[config.mk]
export PLATFORM = sky130hd
export DESIGN_NAME = canvas_draw_scheduler
export DESIGN_NICKNAME = d
export VERILOG_FILES = /design/src/rtl/canvas_draw_scheduler_pkg.sv /design/src/rtl/canvas_draw_scheduler_rect_scanner.sv /design/src/rtl/canvas_draw_scheduler.sv
export SDC_FILE = /design/constraint.sdc
export NUM_CORES = 1
export LEC_CHECK = 0
export BUFFER_PORTS_ARGS = -buffer_cell sky130_fd_sc_hd__buf_2
export CORE_ASPECT_RATIO = 1.75
export CORE_UTILIZATION = 59
export DETAILED_ROUTE_END_ITERATION = 12
export PLACE_DENSITY = 0.84
export SYNTH_ARGS = -nofsm -noshare
export SYNTH_HDL_FRONTEND = slang
export SYNTH_HIERARCHICAL = 1
export SYNTH_SLANG_ARGS = --single-unit
[constraint.sdc]
create_clock -name CLOCK_50 -period 10.9 [get_ports CLOCK_50]
set_input_delay 0 -clock CLOCK_50 [delete_from_list [all_inputs] [get_ports CLOCK_50]]
set_output_delay 0 -clock CLOCK_50 [all_outputs]
set_load 0.1 [all_outputs]
[src/rtl/canvas_draw_scheduler_pkg.sv]
`default_nettype none
// ============================================================================
// Module      : canvas_draw_scheduler_pkg
// Description : Canvas geometry defaults, colours, FSM state encodings and
//               a helper for computing a cell's pixel origin.
// Revision    : 1.0 - initial release
// ============================================================================
package canvas_draw_scheduler_pkg;

  // Canvas geometry defaults
  localparam logic [8:0]  CANVAS_X0_DEF = 9'd89;
  localparam logic [8:0]  CANVAS_Y0_DEF = 9'd33;
  localparam int          CELL_W_DEF    = 10;
  localparam int          CELL_H_DEF    = 14;
  localparam int          GRID_COLS_DEF = 14;
  localparam int          GRID_ROWS_DEF = 14;

  // Pixel colours (15-bit RGB)
  localparam logic [14:0] INK_COLOR_DEF = 15'h0000;
  localparam logic [14:0] BG_COLOR_DEF  = 15'h7FFF;

  // Scheduler FSM encodings
  localparam int          STATE_W  = 3;
  localparam logic [2:0]  ST_IDLE  = 3'd0;
  localparam logic [2:0]  ST_STAMP = 3'd1;
  localparam logic [2:0]  ST_CLEAR = 3'd2;
  localparam logic [2:0]  ST_DROP  = 3'd3;
  localparam logic [2:0]  ST_DONE  = 3'd4;

  // Pixel origin of a cell along one axis: base + index * pitch (constant multiply)
  function automatic logic [8:0] cell_origin(input logic [8:0] base,
                                             input logic [3:0] idx,
                                             input int pitch);
    return base + (9'(idx) * 9'(pitch));
  endfunction

endpackage
`default_nettype wire

[src/rtl/canvas_draw_scheduler_rect_scanner.sv]
`default_nettype none
// ============================================================================
// Module      : canvas_draw_scheduler_rect_scanner
// Description : Row-major rectangle walker. Load latches width/height and
//               resets the offsets; each enabled cycle advances dx, wrapping
//               into dy. last flags the final pixel of the rectangle.
// Revision    : 1.0 - initial release
// ============================================================================
module canvas_draw_scheduler_rect_scanner (
  input  logic       clk,
  input  logic       rst,
  input  logic       load,
  input  logic       en,
  input  logic [8:0] width,
  input  logic [8:0] height,
  output logic [8:0] dx,
  output logic [8:0] dy,
  output logic       last
);

  logic [8:0] dx_q, dx_d;
  logic [8:0] dy_q, dy_d;
  logic [8:0] w_q,  w_d;
  logic [8:0] h_q,  h_d;
  logic       end_of_row;

  assign end_of_row = (dx_q == (w_q - 9'd1));
  assign last       = end_of_row && (dy_q == (h_q - 9'd1));
  assign dx         = dx_q;
  assign dy         = dy_q;

  // Next offsets: load restarts at the corner, enable steps x fastest
  always_comb begin
    dx_d = dx_q;
    dy_d = dy_q;
    w_d  = w_q;
    h_d  = h_q;
    if (load) begin
      dx_d = 9'd0;
      dy_d = 9'd0;
      w_d  = width;
      h_d  = height;
    end else if (en) begin
      if (end_of_row) begin
        dx_d = 9'd0;
        dy_d = dy_q + 9'd1;
      end else begin
        dx_d = dx_q + 9'd1;
      end
    end
  end

  // Offset and size registers
  always_ff @(posedge clk) begin
    if (rst) begin
      dx_q <= 9'd0;
      dy_q <= 9'd0;
      w_q  <= 9'd0;
      h_q  <= 9'd0;
    end else begin
      dx_q <= dx_d;
      dy_q <= dy_d;
      w_q  <= w_d;
      h_q  <= h_d;
    end
  end

endmodule
`default_nettype wire

[src/rtl/canvas_draw_scheduler.sv]
`default_nettype none
// ============================================================================
// Module      : canvas_draw_scheduler
// Description : Arbitrates cell-stamp and canvas-clear jobs onto the single
//               framebuffer plot port, rasterising one pixel per cycle, and
//               keeps the cell occupancy bitmap.
// Revision    : 1.0 - initial release
// ============================================================================
module canvas_draw_scheduler
  import canvas_draw_scheduler_pkg::*;
#(
  parameter logic [8:0]  CANVAS_X0 = CANVAS_X0_DEF,
  parameter logic [8:0]  CANVAS_Y0 = CANVAS_Y0_DEF,
  parameter int          CELL_W    = CELL_W_DEF,
  parameter int          CELL_H    = CELL_H_DEF,
  parameter int          GRID_COLS = GRID_COLS_DEF,
  parameter int          GRID_ROWS = GRID_ROWS_DEF,
  parameter logic [14:0] INK_COLOR = INK_COLOR_DEF,
  parameter logic [14:0] BG_COLOR  = BG_COLOR_DEF
) (
  input  logic                           CLOCK_50,
  input  logic                           count_reset,
  input  logic                           stamp_req,
  input  logic [3:0]                     stamp_col,
  input  logic [3:0]                     stamp_row,
  input  logic                           stamp_ink,
  output logic                           stamp_ack,
  input  logic                           clear_req,
  output logic                           clear_ack,
  output logic                           busy,
  output logic                           done,
  output logic                           plot,
  output logic [8:0]                     x,
  output logic [8:0]                     y,
  output logic [14:0]                    color,
  output logic [GRID_ROWS*GRID_COLS-1:0] grid
);

  localparam int GRID_BITS = GRID_ROWS * GRID_COLS;
  localparam int IDX_W     = $clog2(GRID_BITS);

  logic [STATE_W-1:0]   state_q, state_d;
  logic                 stamp_ack_q, stamp_ack_d;
  logic                 clear_ack_q, clear_ack_d;
  logic                 busy_q, busy_d;
  logic                 done_q, done_d;
  logic                 plot_q, plot_d;
  logic [8:0]           x_q, x_d;
  logic [8:0]           y_q, y_d;
  logic [14:0]          color_q, color_d;
  logic [GRID_BITS-1:0] grid_q, grid_d;
  logic [8:0]           base_x_q, base_x_d;
  logic [8:0]           base_y_q, base_y_d;
  logic [14:0]          pix_color_q, pix_color_d;
  logic [3:0]           col_q, col_d;
  logic [3:0]           row_q, row_d;
  logic                 ink_q, ink_d;

  logic                 scan_load;
  logic                 scan_en;
  logic [8:0]           scan_w;
  logic [8:0]           scan_h;
  logic [8:0]           scan_dx;
  logic [8:0]           scan_dy;
  logic                 scan_last;
  logic                 stamp_in_range;
  logic [IDX_W-1:0]     cell_idx;

  assign stamp_in_range = (int'(stamp_col) < GRID_COLS) && (int'(stamp_row) < GRID_ROWS);
  assign cell_idx       = (IDX_W'(row_q) * IDX_W'(GRID_COLS)) + IDX_W'(col_q);

  canvas_draw_scheduler_rect_scanner u_rect_scanner (
    .clk    (CLOCK_50),
    .rst    (count_reset),
    .load   (scan_load),
    .en     (scan_en),
    .width  (scan_w),
    .height (scan_h),
    .dx     (scan_dx),
    .dy     (scan_dy),
    .last   (scan_last)
  );

  // State and registered outputs; reset aborts any job in flight
  always_ff @(posedge CLOCK_50) begin
    if (count_reset) begin
      state_q     <= ST_IDLE;
      stamp_ack_q <= 1'b0;
      clear_ack_q <= 1'b0;
      busy_q      <= 1'b0;
      done_q      <= 1'b0;
      plot_q      <= 1'b0;
      x_q         <= 9'd0;
      y_q         <= 9'd0;
      color_q     <= BG_COLOR;
      grid_q      <= '0;
      base_x_q    <= 9'd0;
      base_y_q    <= 9'd0;
      pix_color_q <= BG_COLOR;
      col_q       <= 4'd0;
      row_q       <= 4'd0;
      ink_q       <= 1'b0;
    end else begin
      state_q     <= state_d;
      stamp_ack_q <= stamp_ack_d;
      clear_ack_q <= clear_ack_d;
      busy_q      <= busy_d;
      done_q      <= done_d;
      plot_q      <= plot_d;
      x_q         <= x_d;
      y_q         <= y_d;
      color_q     <= color_d;
      grid_q      <= grid_d;
      base_x_q    <= base_x_d;
      base_y_q    <= base_y_d;
      pix_color_q <= pix_color_d;
      col_q       <= col_d;
      row_q       <= row_d;
      ink_q       <= ink_d;
    end
  end

  // Next state: clear wins over stamp; out-of-grid stamps are acked then dropped
  always_comb begin
    state_d = state_q;
    case (state_q)
      ST_IDLE: begin
        if (clear_req) begin
          state_d = ST_CLEAR;
        end else if (stamp_req) begin
          state_d = stamp_in_range ? ST_STAMP : ST_DROP;
        end
      end
      ST_STAMP, ST_CLEAR: begin
        if (scan_last) begin
          state_d = ST_DONE;
        end
      end
      ST_DROP: state_d = ST_DONE;
      ST_DONE: state_d = ST_IDLE;
      default: state_d = ST_IDLE;
    endcase
  end

  // Outputs: accept/latch in IDLE, one registered pixel per cycle while scanning
  always_comb begin
    stamp_ack_d = 1'b0;
    clear_ack_d = 1'b0;
    done_d      = 1'b0;
    plot_d      = 1'b0;
    busy_d      = busy_q;
    x_d         = x_q;
    y_d         = y_q;
    color_d     = color_q;
    grid_d      = grid_q;
    base_x_d    = base_x_q;
    base_y_d    = base_y_q;
    pix_color_d = pix_color_q;
    col_d       = col_q;
    row_d       = row_q;
    ink_d       = ink_q;
    scan_load   = 1'b0;
    scan_en     = 1'b0;
    scan_w      = 9'd0;
    scan_h      = 9'd0;
    case (state_q)
      ST_IDLE: begin
        if (clear_req) begin
          clear_ack_d = 1'b1;
          busy_d      = 1'b1;
          base_x_d    = CANVAS_X0;
          base_y_d    = CANVAS_Y0;
          pix_color_d = BG_COLOR;
          scan_load   = 1'b1;
          scan_w      = 9'(GRID_COLS * CELL_W);
          scan_h      = 9'(GRID_ROWS * CELL_H);
        end else if (stamp_req) begin
          stamp_ack_d = 1'b1;
          busy_d      = 1'b1;
          col_d       = stamp_col;
          row_d       = stamp_row;
          ink_d       = stamp_ink;
          base_x_d    = cell_origin(CANVAS_X0, stamp_col, CELL_W);
          base_y_d    = cell_origin(CANVAS_Y0, stamp_row, CELL_H);
          pix_color_d = stamp_ink ? INK_COLOR : BG_COLOR;
          scan_load   = 1'b1;
          scan_w      = 9'(CELL_W);
          scan_h      = 9'(CELL_H);
        end
      end
      ST_STAMP, ST_CLEAR: begin
        plot_d  = 1'b1;
        x_d     = base_x_q + scan_dx;
        y_d     = base_y_q + scan_dy;
        color_d = pix_color_q;
        scan_en = 1'b1;
        if (scan_last) begin
          if (state_q == ST_CLEAR) begin
            grid_d = '0;
          end else begin
            grid_d[cell_idx] = ink_q;
          end
        end
      end
      ST_DONE: begin
        done_d = 1'b1;
        busy_d = 1'b0;
      end
      default: ;
    endcase
  end

  assign stamp_ack = stamp_ack_q;
  assign clear_ack = clear_ack_q;
  assign busy      = busy_q;
  assign done      = done_q;
  assign plot      = plot_q;
  assign x         = x_q;
  assign y         = y_q;
  assign color     = color_q;
  assign grid      = grid_q;

endmodule
`default_nettype wire

==> flow_summary.json, run 1 <==
{
  "status": "completed",
  "final-seq-area_um2": 5725,
  "num_vias": 12640,
  "die_area_um2": 23380,
  "initial_core_util": 0.6033,
  "cts_setup_buffers": 0,
  "synthCells": 1486,
  "yosysUniqueCellTypes": 84,
  "diodes": 0,
  "multiInputGateArea_um2": 6925,
  "clock_sinks": 286,
  "final_layout_size_suffix_gt1_frac": 0.2100,
  "htree_levels": 1,
  "cp.arrival_ns": 6.18,
  "drc": 0,
  "portBuffers": 246,
  "post_cts_resized": 0,
  "synth-seq-cells": 286,
  "place_congestion": 0.9139,
  "p_per_area_nw_per_um2": 154.7,
  "synth_area_per_cell_um2": 9.034,
  "wl_per_cell_um": 20.67,
  "crit_type": "register to register",
  "maxCapViolations": 0,
  "crit_required_ns": 11.31,
  "cts_tree": "built",
  "via_per_inst": 6.458,
  "grt_overflow_total": 0,
  "placed_cells": 1902,
  "cp_max_fo": 26,
  "core_um2": 22250,
  "clk_latency_ns": 0.55,
  "clockBufferDepth": 3,
  "yosys_warnings": 6,
  "n_fill_cell": 1764,
  "ys_seq_area_frac": 0.4265,
  "cts_root_buf": "clkbuf_16",
  "fin_ws_ns": 5.123,
  "fin_cells": 1958,
  "nets": 1709,
  "fin_crit_ns": 5.777,
  "grt_pass1_wl_um": 63100,
  "final_antenna_net_count": 0,
  "leakage_nw": 6.264,
  "end_kind": "register",
  "hold_path.class": "input pin to register",
  "worst_slew_pin_slew_ns": 1.150,
  "finalHoldViolations": 0,
  "clk_pin_slew_ns": 0.07,
  "cp-start-kind": "register",
  "ctsHoldBuffers": 10,
  "rsz0062_at_grt": "no",
  "synth_ff_type": "dfxtp_1",
  "ir_drop_uv": 153.7,
  "fin_crit_sh": 0.5300,
  "wl_um": 40480,
  "skew_ns": 0.02189,
  "fmax_mhz": 173.1,
  "antenna_found_initial": 0,
  "first_global_vias": 12100,
  "drt_iter0_markers": 1235,
  "final-setup-viol-count": 0,
  "syn_to_final_growth_pct": 15.13,
  "critPathMaxStageDelay_ns": 0.91,
  "synth_edf_count": 0,
  "dp_hpwl_um": 27950,
  "ios": 247,
  "report.final.slew_viol_count": 0,
  "numCtsBuffers": 25,
  "die_y_um": 201.5,
  "track_usage": 0.3390,
  "firstDrtPassIters": 5,
  "synth_area_um2": 13420,
  "async_reset_ff_frac": 0,
  "worstPathCellList": "inv_1 > ha_1 > nor3b_2 > nor3b_1 > nor4b_1 > o31ai_1 > nand3b_1 > nor4_1 > nor2b_1 > nand4_1 > or2_2 > o311ai_0 > o21ai_0",
  "finalPower_mw": 2.390,
  "die_w_um": 116.0,
  "num_rows": 72,
  "pre_cts_ws_ns": 5.286,
  "cpMaxStageDelayCell": "nand4_1",
  "relSlewSlack": 0.2295,
  "grt_max_degree": 107,
  "tns_ns": 0
}
==> worst paths after layout <==
check	slack [ns]	start	to	depth (start not counted)
max	5.12	u_rect_scanner/w_q[0]$_SDFFE_PP0P_	grid[19]$_SDFFE_PP0P_	13
min	0.03	stamp_req	base_y_q[1]$_SDFFE_PP0P_	5
max reg2reg	5.12	u_rect_scanner/w_q[0]$_SDFFE_PP0P_	grid[19]$_SDFFE_PP0P_	13
min reg2reg	0.46	x[5]$_SDFFE_PP0N_	x[5]$_SDFFE_PP0N_	2
==> cells by family (layout without fill, tap and decap cells) <==
group	after synthesis	count (layout)	share of synthesized area
DFF	286	286	0.4265
AOI/OAI and AO/OA	526	526	0.2595
other	1	9	0.0002793
xor gates and xnor gates	58	58	0.03840
and+or+nand+nor	357	357	0.1366
muxes	23	23	0.01724
buffers and inverters	182	350	0.06534
adders and majority gates	53	53	0.05611
==> cell usage in the layout (no fill, tap or decap), types with 29 or more instances in the layout <==
cell type / netlist / layout
nor2_1: 82 / 82
o21ai_1: 58 / 58
ha_1: 41 / 41
xnor2_1: 32 / 29
o211ai_1: 98 / 98
a21oi_1: 39 / 39
nand2_1: 91 / 91
o311ai_0: 78 / 78
o21ai_0: 156 / 156
dfxtp_1: 286 / 286
nand3_1: 58 / 58
buf_2: 12 / 246
inv_1: 35 / 35
==> final cells by class <==
type	instances	area share
multi-input cells	1026	0.4481
clock buffers	31	0.04517
clock inverters	15	0.01182
repair buffers	267	0.09148
well taps	296	0.02396
flip-flops and latches	286	0.3705
inverters	37	0.008986
==> cells in the mapped netlist, drive strengths merged (3+ instances only) <==
master    n  area [um2]
dfxtp   286        5725
o22ai     7       43.79
nand3    58       290.3
a211oi    8       60.06
a31o      6       52.55
or2      25       158.9
fa       12       240.2
and3      7       43.79
nor3     16       110.1
a31oi    12       75.07
nor4      5       46.29
nand2    91       341.6
nor2b    11       68.82
nand4     9       71.32
buf      41       320.3
a21o     10       76.32
ha       41       513.0
nor2     82       307.8
a21bo     3       30.03
mux2i    22       220.2
inv      35       131.4
nor4b     4       35.03
xor2     25       219.0
o211ai   98       735.7
nand3b    8       60.06
o21ai   214        1071
a22oi     8       60.06
o311a     3       41.29
nand2b   13       81.33
clkbuf  103       406.6
o311ai  101       892.1
or3       5       37.54
and2      9       58.81
xnor2    33       296.5
nor3b     6       50.05
a21oi    39       195.2
==> sequential cells by signal, summed over array words and instances, names as in the netlist <==
name	cells
col_q	4
u_rect_scanner/dx	9
ink_q	1
u_rect_scanner/h_q	9
plot	1
grid	196
busy	1
base_y_q	8
row_q	4
state_q	3
y	9
color	1
u_rect_scanner/w_q	9
x	9
base_x_q	9
u_rect_scanner/dy	9
stamp_ack	1
done	1
clear_ack	1
pix_color_q	1
==> report_power, final <==
part	leakage [nW]	switching (mW)	internal (mW)
combinational	3.52	0.273	0.0911
sequential	2.31	0.0204	1.06
clock	0.436	0.409	0.533
total	6.26	0.702	1.69
==> critical path, delay by kind of cell (launching register included) <==
family	cells	cell delay, ns
AND/OR/NAND/NOR	8	4.09
AO/OA/AOI/OAI	3	0.77
flip-flops	1	0.43
adder cells (fa/ha/maj)	1	0.28
buffers and inverters	1	0.07
==> routing by layer <==
layer,global-route usage,vias up,part of all wire
li1,-,5780,-
met1,0.3762,5980,0.35
met2,0.5838,712,0.50
met3,0.05723,172,0.080
met4,0.2216,0,0.065
met5,0,-,0
==> stage by stage <==
stage	utilization	instance area [um2]	hold slack [ns]
finish	0.6946	15450	0.02815
global route	0.6946	15450	0.06921
detailed placement	0.6505	14470	0.3192
CTS	0.6946	15450	0.01131
floorplan	-	13450	0.1360
global placement	0.6505	14470	0.3115
No activity file was read; power rests on OpenSTA's default activity.
==> run 2: changes to the inputs <==
Settings changed: CORE_UTILIZATION 59 to 51, PLACE_DENSITY 0.84 to 0.77.
Clock period 10.9 ns to 4.8 ns, I/O delays scaled along.
==> run 2 against run 1 <==
Combinational power up 130%. Flip-flop and latch count did not move. Cell area is 0.72% higher. Clock power up 120%. Count of clock-buffer cells in the layout rose by 6. Non-clock buffer count grew 13. Sequential share of layout area down 0.27 points. Setup slack lost 4.9 ns. Routed wire length is 3.1% higher. Largest power group unchanged. Highest routed layer unchanged.
==> flow_summary.json, run 2 (synthesis gave the netlist of run 1 again) <==
{
  "antenna_found_initial": 2,
  "cts_tree": "built",
  "clk_pin_slew_ns": 0.07,
  "cp-start-kind": "register",
  "clock_sinks": 286,
  "hold_path.class": "input pin to register",
  "clockBufferDepth": 3,
  "initial_core_util": 0.5191,
  "finalHoldViolations": 0,
  "syn_to_final_growth_pct": 15.96,
  "rsz0062_at_grt": "yes",
  "end_kind": "register",
  "drt_iter0_markers": 1161,
  "die_w_um": 124.6,
  "numCtsBuffers": 27,
  "placed_cells": 1936,
  "grt_pass1_wl_um": 65000,
  "first_global_vias": 12050,
  "clk_latency_ns": 0.55,
  "report.final.slew_viol_count": 0,
  "wl_per_cell_um": 20.89,
  "track_usage": 0.2988,
  "cts_setup_buffers": 0,
  "crit_type": "register to register",
  "crit_required_ns": 5.26,
  "pre_cts_ws_ns": 0.2404,
  "maxCapViolations": 0,
  "htree_levels": 1,
  "relSlewSlack": 0.3049,
  "drc": 0,
  "leakage_nw": 6.315,
  "ios": 247,
  "core_um2": 25860,
  "largest_reg_flops": 196,
  "cts_root_buf": "clkbuf_16",
  "cp_max_fo": 22,
  "fmax_mhz": 216.6,
  "reg2reg_depth": 11,
  "p_per_area_nw_per_um2": 343.4,
  "num_rows": 78,
  "skew_ns": 0.02098,
  "grt_overflow_total": 0,
  "die_area_um2": 27000,
  "fin_cells": 1998,
  "holdPathStages": 4,
  "portBuffers": 246,
  "status": "completed",
  "mostFrequentLayoutCells": "dfxtp_1, buf_2, o21ai_0, o211ai_1, nand2_1",
  "num_vias": 12500,
  "final_antenna_net_count": 0,
  "worst_slew_pin_slew_ns": 1.038,
  "n_fill_cell": 2214,
  "nets": 1724,
  "ir_drop_uv": 263.6,
  "final_common_cell": "dfxtp_1",
  "fin_crit_ns": 4.616,
  "via_per_inst": 6.255,
  "final-setup-viol-count": 0,
  "firstDrtPassIters": 6,
  "die_y_um": 216.6,
  "cp.arrival_ns": 5.08,
  "grt_max_degree": 197,
  "place_congestion": 0.9084,
  "wl_um": 41740,
  "final_layout_size_suffix_gt1_frac": 0.2136,
  "dp_hpwl_um": 29780,
  "fin_crit_sh": 0.9617,
  "fin_ws_ns": 0.1839
}
## run 2: changes by cell type in the layout (fill, tap and decap cells not counted), sizes merged
cell,change
buf,+10
bufinv,-3
diode,+2
clkbuf,+6
clkinv,-2
dlygate4sd3,+3
## run 2: through the flow
stage          power (mW)  instance area [um2]    util  hold WS [ns]  setup TNS, ns
2_1_floorplan       3.188                13450       -        0.1360              0
3_3_place_gp        3.305                14600  0.5645        0.3099              0
3_5_place_dp        3.323                14600  0.5645        0.3117              0
4_1_cts             5.349                15560  0.6016        0.3039              0
5_1_grt             5.526                15570  0.6019        0.3498         -4.616
6_report            5.346                15570  0.6019        0.3244              0
## run 2: path summary, 6_finish.rpt
| check | startpoint | to | slack (ns) |
|---|---|---|---|
| worst max-delay path | row_q[1]$_SDFFE_PP0P_ | grid[30]$_SDFFE_PP0P_ | 0.18 |
| worst min-delay path | stamp_row[3] | row_q[3]$_SDFFE_PP0P_ | 0.32 |
| worst max register to register | row_q[1]$_SDFFE_PP0P_ | grid[30]$_SDFFE_PP0P_ | 0.18 |
| worst min register to register | y[4]$_SDFFE_PP0N_ | y[4]$_SDFFE_PP0N_ | 0.45 |
## run 2: worst max-delay path, stage by stage, from the launching register on
cell and delay (ns):
dfxtp_1 0.46, inv_1 0.12, fa_1 0.53, inv_1 0.05
ha_1 0.28, ha_1 0.39, nor2b_1 0.25, o21ai_0 0.25
xnor2_2 0.81, nand2_1 0.56, or2_2 0.60, o21ai_0 0.22
## run 2: power by group
part	switching (mW)	internal, mW	total [mW]	leakage (nW)
sequential	0.0470	2.42	2.46	2.31
clock	0.940	1.12	2.06	0.413
combinational	0.615	0.211	0.826	3.59
## run 2: cell type report
type | instances | area, um2 | area share
antenna | 2 | 5.005 | 0.0003215
clock buffer | 37 | 763.2 | 0.04903
sequential | 286 | 5725 | 0.3678
timing repair buffer | 280 | 1531 | 0.09838
multi-input combinational | 1026 | 6935 | 0.4455
inverter | 37 | 138.9 | 0.008922
clock inverter | 10 | 66.31 | 0.004260
tap | 320 | 400.4 | 0.02572
## run 2: timing repair
item                       CTS  global route
hold endpoints to repair    17             0
setup endpoints to repair    0            75
hold buffers                13             0
resized for setup            0             1
## run 2: routing by layer
layer / global-route usage / up-vias / part of all wire
met1: 0.3253 / 5984 / 0.36
met3: 0.04912 / 128 / 0.070
met5: 0 / - / 0
li1: - / 5797 / -
met4: 0.1663 / 0 / 0.048
met2: 0.5444 / 588 / 0.52
